$ cat config.mk
export PLATFORM = sky130hd
export DESIGN_NAME = tape_arbiter
export DESIGN_NICKNAME = d
export VERILOG_FILES = /design/src/rtl/tape_arbiter.sv
export SDC_FILE = /design/constraint.sdc
export NUM_CORES = 1
export LEC_CHECK = 0
export CAP_MARGIN = 20
export CORE_UTILIZATION = 34
export DETAILED_ROUTE_END_ITERATION = 8
export PLACE_DENSITY = 0.73
export SYNTH_ARGS = -nofsm -noshare
export SYNTH_HDL_FRONTEND = slang
export SYNTH_SLANG_ARGS = --single-unit
$ cat constraint.sdc
create_clock -name i_clock -period 1.7 [get_ports i_clock]
set_input_delay 0.17 -clock i_clock [delete_from_list [all_inputs] [get_ports i_clock]]
set_output_delay 0.17 -clock i_clock [all_outputs]
set_load 0.02 [all_outputs]
$ cat src/rtl/tape_arbiter.sv
// Tape RAM arbiter: the core owns the single RAM port by default, and host
// accesses steal one cycle each, spaced by a minimum number of core-owned cycles.
module tape_arbiter #(
    parameter int unsigned ADDR_W   = 8,
    parameter int unsigned DATA_W   = 8,
    parameter int unsigned CORE_GAP = 2
) (
    input  logic              i_clock,
    input  logic              i_reset_n,
    input  logic              i_core_we,
    input  logic [ADDR_W-1:0] i_core_addr,
    input  logic [DATA_W-1:0] i_core_wdata,
    output logic [DATA_W-1:0] o_core_rdata,
    output logic              o_core_stall,
    input  logic              i_host_req,
    input  logic              i_host_we,
    input  logic [ADDR_W-1:0] i_host_addr,
    input  logic [DATA_W-1:0] i_host_wdata,
    output logic              o_host_ack,
    output logic [DATA_W-1:0] o_host_rdata,
    output logic              o_ram_we,
    output logic [ADDR_W-1:0] o_ram_addr,
    output logic [DATA_W-1:0] o_ram_wdata,
    input  logic [DATA_W-1:0] i_ram_rdata,
    output logic [15:0]       o_host_count
);

    localparam int unsigned GAP_W = 4;
    localparam int unsigned CNT_W = 16;

    typedef enum logic [1:0] {
        ST_CORE = 2'd0,
        ST_HOST = 2'd1,
        ST_ACK  = 2'd2
    } state_t;

    state_t            state_q, state_d;
    logic [GAP_W-1:0]  gap_q, gap_d;
    logic [DATA_W-1:0] host_rdata_q, host_rdata_d;
    logic [CNT_W-1:0]  host_count_q, host_count_d;
    logic              host_ack_q, host_ack_d;
    logic              core_stall_q, core_stall_d;

    // Next-state, gap spacing, read capture and access counting
    always_comb begin
        state_d      = state_q;
        gap_d        = gap_q;
        host_rdata_d = host_rdata_q;
        host_count_d = host_count_q;
        case (state_q)
            ST_CORE: begin
                if (gap_q != '0) begin
                    gap_d = gap_q - GAP_W'(1);
                end else if (i_host_req) begin
                    state_d = ST_HOST;
                end
            end
            ST_HOST: begin
                // The access completes even if the request drops during HOST
                state_d = ST_ACK;
                gap_d   = GAP_W'(CORE_GAP - 1);
                if (!i_host_we) begin
                    host_rdata_d = i_ram_rdata;
                end
                if (host_count_q != '1) begin
                    host_count_d = host_count_q + CNT_W'(1);
                end
            end
            ST_ACK: begin
                state_d = ST_CORE;
            end
            default: begin
                state_d = ST_CORE;
            end
        endcase
        // Status outputs are registered copies of the state being entered
        core_stall_d = (state_d == ST_HOST);
        host_ack_d   = (state_d == ST_ACK);
    end

    // State and output registers
    always_ff @(posedge i_clock or negedge i_reset_n) begin
        if (!i_reset_n) begin
            state_q      <= ST_CORE;
            gap_q        <= '0;
            host_rdata_q <= '0;
            host_count_q <= '0;
            host_ack_q   <= 1'b0;
            core_stall_q <= 1'b0;
        end else begin
            state_q      <= state_d;
            gap_q        <= gap_d;
            host_rdata_q <= host_rdata_d;
            host_count_q <= host_count_d;
            host_ack_q   <= host_ack_d;
            core_stall_q <= core_stall_d;
        end
    end

    // RAM port mux: host only during HOST, so a stalled core write never lands
    always_comb begin
        o_ram_we    = i_core_we;
        o_ram_addr  = i_core_addr;
        o_ram_wdata = i_core_wdata;
        if (state_q == ST_HOST) begin
            o_ram_we    = i_host_we;
            o_ram_addr  = i_host_addr;
            o_ram_wdata = i_host_wdata;
        end
    end

    assign o_core_rdata = i_ram_rdata;
    assign o_core_stall = core_stall_q;
    assign o_host_ack   = host_ack_q;
    assign o_host_rdata = host_rdata_q;
    assign o_host_count = host_count_q;

endmodule

# Yosys cells after proc, flatten, opt, wreduce, memory -nomap -nowiden
# Index checks and enable logic that the tools add are counted.
# word_totals
ff_bits	32
latch_bits	0
mem_bits_rw	0
romBits	0
in_bits	45
memories	0
# op_classes
addsub	2
mul	0
n_div	0
order_cmp	0
n_eq_ne	5
shifts	0
mux	8
bitwise	1
n_reduce_logical	6
# ops
operator	n
adder 16 x 1 -> 16 bit (second input constant)	1
2-to-1 mux 8 bit	2
inequality test 16 bit (second input constant)	1
one-hot mux 4 bit (2 select lines)	1
AND reduction 2 bit	3
equality test 2 x 1 -> 1 bit (second input constant)	2
2-to-1 mux 2 bit	2
2-to-1 mux 4 bit	1
one-hot mux 2 bit (2 select lines)	1
nonzero test 4 bit	1
subtractor 4 x 1 -> 4 bit (second input constant)	1
equality test 2 bit (second input constant)	1
logical NOT 2 bit	1
inequality test 2 bit (second input constant)	1
nonzero test 2 bit	1
2-to-1 mux 1 bit	1
inverter 1 bit	1

# Longest topological paths before layout
# logic_depth
depth_word	4
depth_mapped	6
mapped_depth_nobuf	6

# Worst setup path before layout
# OpenSTA, ideal clock, no wires.
# synth_timing
kind	reg-to-reg
start	reg host_count_q[0] (netlist: o_host_count[0])
end	reg host_count_q[1] (netlist: o_host_count[1])
arrival_time_ns	1.696
required_ns	1.575
setup_slack_ns	-0.121
path_stages_with_launch	6
path_buffers	1
synth_period_minus_slack_ns	1.821
path_cell_list	dfrtp_1 ha_1 nand4_1 o41a_1 buf_6 mux2_4
# synth_between
elab_chain_cells	2
elab_cells_between_ends	3
classes_between	add/sub: 1; eq/ne: 1; reduce/logical: 1
# synth_lines
element	line_no	text
from (decl)	40	logic [CNT_W-1:0] host_count_q, host_count_d;
from (signal assigned)	94	host_count_q <= host_count_d;
branches (longest 2 deep; another with adder 16 x 1 -> 16 bit)	n/a	
# Parallel ways; which one is timed is not known.
# A chain may end at the register's enable or synchronous reset.

==> impl_metrics.toml <==
[logic_synthesis]
synth-warning-count = 0
synth_area_per_cell_sq_um = 11.4
synth_sequential_area_ratio = 0.471
synth_mux_area_frac = 0.180
synth_largest_area_cell = "sky130_fd_sc_hd__dfrtp_1"
post_synth_inst_count = 144
mapped_nets = 191
post_synth_and_or_nand_nor_area_fraction = 0.151
synth.lib_cells_used.distinct = 28
netlist.area_leader.share = 0.471
synth-adder-area-share = 0.0152
synthXorXnorAreaFrac = 0.0798
synth-compound-area-share = 0.0388
synth.area.top_cells = "sky130_fd_sc_hd__dfrtp_1, sky130_fd_sc_hd__mux2_2, sky130_fd_sc_hd__xor2_1, sky130_fd_sc_hd__buf_4, sky130_fd_sc_hd__xnor2_1"
ys_seq_elements = 31
synth_top_family_by_area = "multiplexers"
post_synth_instance_area_sq_um = 1650

[placement]
place_ws_ns = -0.0623
place_hpwl_microns = 3200
routabilityCongestion = 0.741
cell_count_after_placement = 297
buffer_ports.inserted = 95

[layout]
final_nets = 302
drive_gt1_frac = 0.325
layout-area-overhead-vs-synth_pct = 81.6
instances_no_fill = 307
antenna_diode_count = 0
final_cell_mix = "sky130_fd_sc_hd__clkdlybuf4s50_1, sky130_fd_sc_hd__dfrtp_1, sky130_fd_sc_hd__buf_4, sky130_fd_sc_hd__mux2_4"
fillers = 349
layout_commonest_cell = "sky130_fd_sc_hd__clkdlybuf4s50_1"

[detailed_routing]
drt-total-wl_microns = 4720
dr_total_vias = 1518
drt_first_iter_violations = 58
route.detailed.vias_per_inst = 4.94
drt.antenna.violating_nets = 0
drc = 0
wl_per_cell_microns = 15.4
dr.pass1.iters = 4

[sta]
finalWorstSetupSlack_ns = -0.00108
timing.final.hold_violations = 0
layout_min_cycle_time_ns = 1.70
rsz0062_at_grt = "yes"
slew-limit-headroom = 0.726
achievable-frequency_mhz = 588
worst_clock_skew_ns = 0.00559
timing.final.crit_share = 1.00
setup_viol = 2
holdWs_ns = 0.280
final_report_max_slew_violation_count = 0
worst_slew_pin_slew_ns = 0.411

[clock_network]
clkSinkCount = 31
cts.htree.levels = 2
clock_path_buffers = 2
cts.clk_slew.worst_paths_ns = 0.07
cts_buffers = 5
cts_root_buffer = "sky130_fd_sc_hd__clkbuf_8"
tritoncts_clock_tree = "built"
clkLatencyLatePin_ns = 0.29
cts_hold_buf = 0

[setup_path]
timing.critical_path.from = "o_host_ack"
critical_path.max_fanout = 5
cp_cell_sequence = "nor2b_4 -> buf_6 -> buf_16 -> mux2_4 -> buf_6"
critical_path.endpoint_type = "output port"
path_common_cell = "sky130_fd_sc_hd__buf_6"
critical_path.reg2reg.startpoint = "o_host_ack"
worst-setup-path-type = "reg2out"
worst-endpoint-arrival_ns = 1.53
startpoint_type = "register"
crit_required_ns = 1.53
crit_path_max_incr_delay_ns = 0.41
timing.critical_path.slowest_stage_cell = "sky130_fd_sc_hd__dfrtp_1"

[floorplanning]
die-width_microns = 71.6
floorplan.die_area_sq_um = 5120
floorplan.rows = 24
core-area_sq_um = 4500
pin_count = 96
die-height_microns = 71.6
floorplan.initialDensity = 0.365

[grt]
grt_antenna_before_repair = 0
grtUsageTotal = 0.193
grt_first_pass_wirelength_microns = 7530
grt_max_degree = 32
first_global_vias = 1518
grt_remaining_overflow = 0

[run_status]
violations = "setup timing"
outcome = "complete, but fails checks"

[worst_hold_path]
worst_hold_path_type = "in2async"

[pwr]
power_density_nw_per_um2 = 1210
vdd.ir_drop.worst_mv = 0.967
static-leakage-power_nw = 1.31

[run]
max_cap_viol_count = 0
## power by group
part	switching (mW)	internal, mW	total [mW]
registers	0.145	0.946	1.09
logic	0.788	1.03	1.82
clock network	0.272	0.429	0.701
## worst max-delay path, delay by kind of cell (launching register included)
kind	cells	cell delay [ns]
AND/OR/NAND/NOR	1	0.14
multiplexers	1	0.30
flip-flops	1	0.41
buffers and inverters	3	0.39
## cell usage after synthesis
library cell and count:
sky130_fd_sc_hd__a21oi_1 4, sky130_fd_sc_hd__a2bb2oi_1 1, sky130_fd_sc_hd__and3_1 3, sky130_fd_sc_hd__and4_1 1, sky130_fd_sc_hd__buf_2 3, sky130_fd_sc_hd__buf_4 9
sky130_fd_sc_hd__buf_6 1, sky130_fd_sc_hd__dfrtp_1 31, sky130_fd_sc_hd__ha_1 2, sky130_fd_sc_hd__inv_1 3, sky130_fd_sc_hd__mux2_2 25, sky130_fd_sc_hd__mux2_4 1
sky130_fd_sc_hd__nand2_1 10, sky130_fd_sc_hd__nand3_1 4, sky130_fd_sc_hd__nand4_1 6, sky130_fd_sc_hd__nand4_2 1, sky130_fd_sc_hd__nor2_1 3, sky130_fd_sc_hd__nor2b_1 3
sky130_fd_sc_hd__nor3_1 4, sky130_fd_sc_hd__nor3b_1 1, sky130_fd_sc_hd__nor4_1 4, sky130_fd_sc_hd__nor4b_1 2, sky130_fd_sc_hd__o2111ai_1 1, sky130_fd_sc_hd__o21ai_0 3
sky130_fd_sc_hd__o41a_1 1, sky130_fd_sc_hd__or3_1 2, sky130_fd_sc_hd__xnor2_1 7, sky130_fd_sc_hd__xor2_1 8
## routing by layer
metal  up-vias  global-route usage  routed length, microns
met2        48               0.330                    2400
met1       731               0.227                    1960
met4         0              0.0893                     114
li1        727                   -                       -
met5         -                   0                       0
met3        12              0.0520                     237
## final cells by class
cell class | instances | area [sq um] | area share
Clock buffer | 6 | 72.6 | 0.0243
Clock inverter | 1 | 30.0 | 0.0101
Inverter | 3 | 11.3 | 0.00377
Multi-Input combinational cell | 97 | 882 | 0.295
Sequential cell | 31 | 778 | 0.260
Tap cell | 52 | 65.1 | 0.0218
Timing Repair Buffer | 117 | 1150 | 0.384
## through the flow
step	cell area (sq um)	setup TNS [ns]	total power, mW	utilization
5_1_grt	2990	-0.877	3.82	0.663
6_report	2990	-0.00183	3.61	0.663
4_1_cts	2920	-0.217	3.59	0.649
3_5_place_dp	2740	-0.761	2.76	0.608
2_1_floorplan	1670	-0.00878	2.00	-
3_3_place_gp	2740	-0.693	2.74	0.608
## path summary, 6_finish.rpt
check,to,slack (ns),cells past startpoint
min reg2reg,o_host_count[2],0.50,1
max in group asynchronous,o_host_count[1],1.10,2
min in group i_clock,o_host_count[2],0.50,1
max reg2reg,o_host_rdata[5],0.04,7
min,o_host_count[8],0.28,2
max,o_ram_addr[6],-0.001,5
## kinds of logic after synthesis
group,after synthesis
compound gates,10
xor+xnor,15
fa+ha+maj,2
buf+inv,16
flops,31
mux,26
simple gates,44
## sequential cells by signal, summed over array words and instances, names as in the netlist
register	count
o_core_stall	1
state_q	1
o_host_ack	1
o_host_rdata	8
o_host_count	16
gap_q	4
## repair_timing
item / in CTS / in global routing
gates resized for setup: 97 / 21
gates cloned: 2 / 0
setup buffers: 2 / 0
setup endpoints to repair: 17 / 34
pin swaps: 0 / 3
No activity file was read; power rests on OpenSTA's default activity.
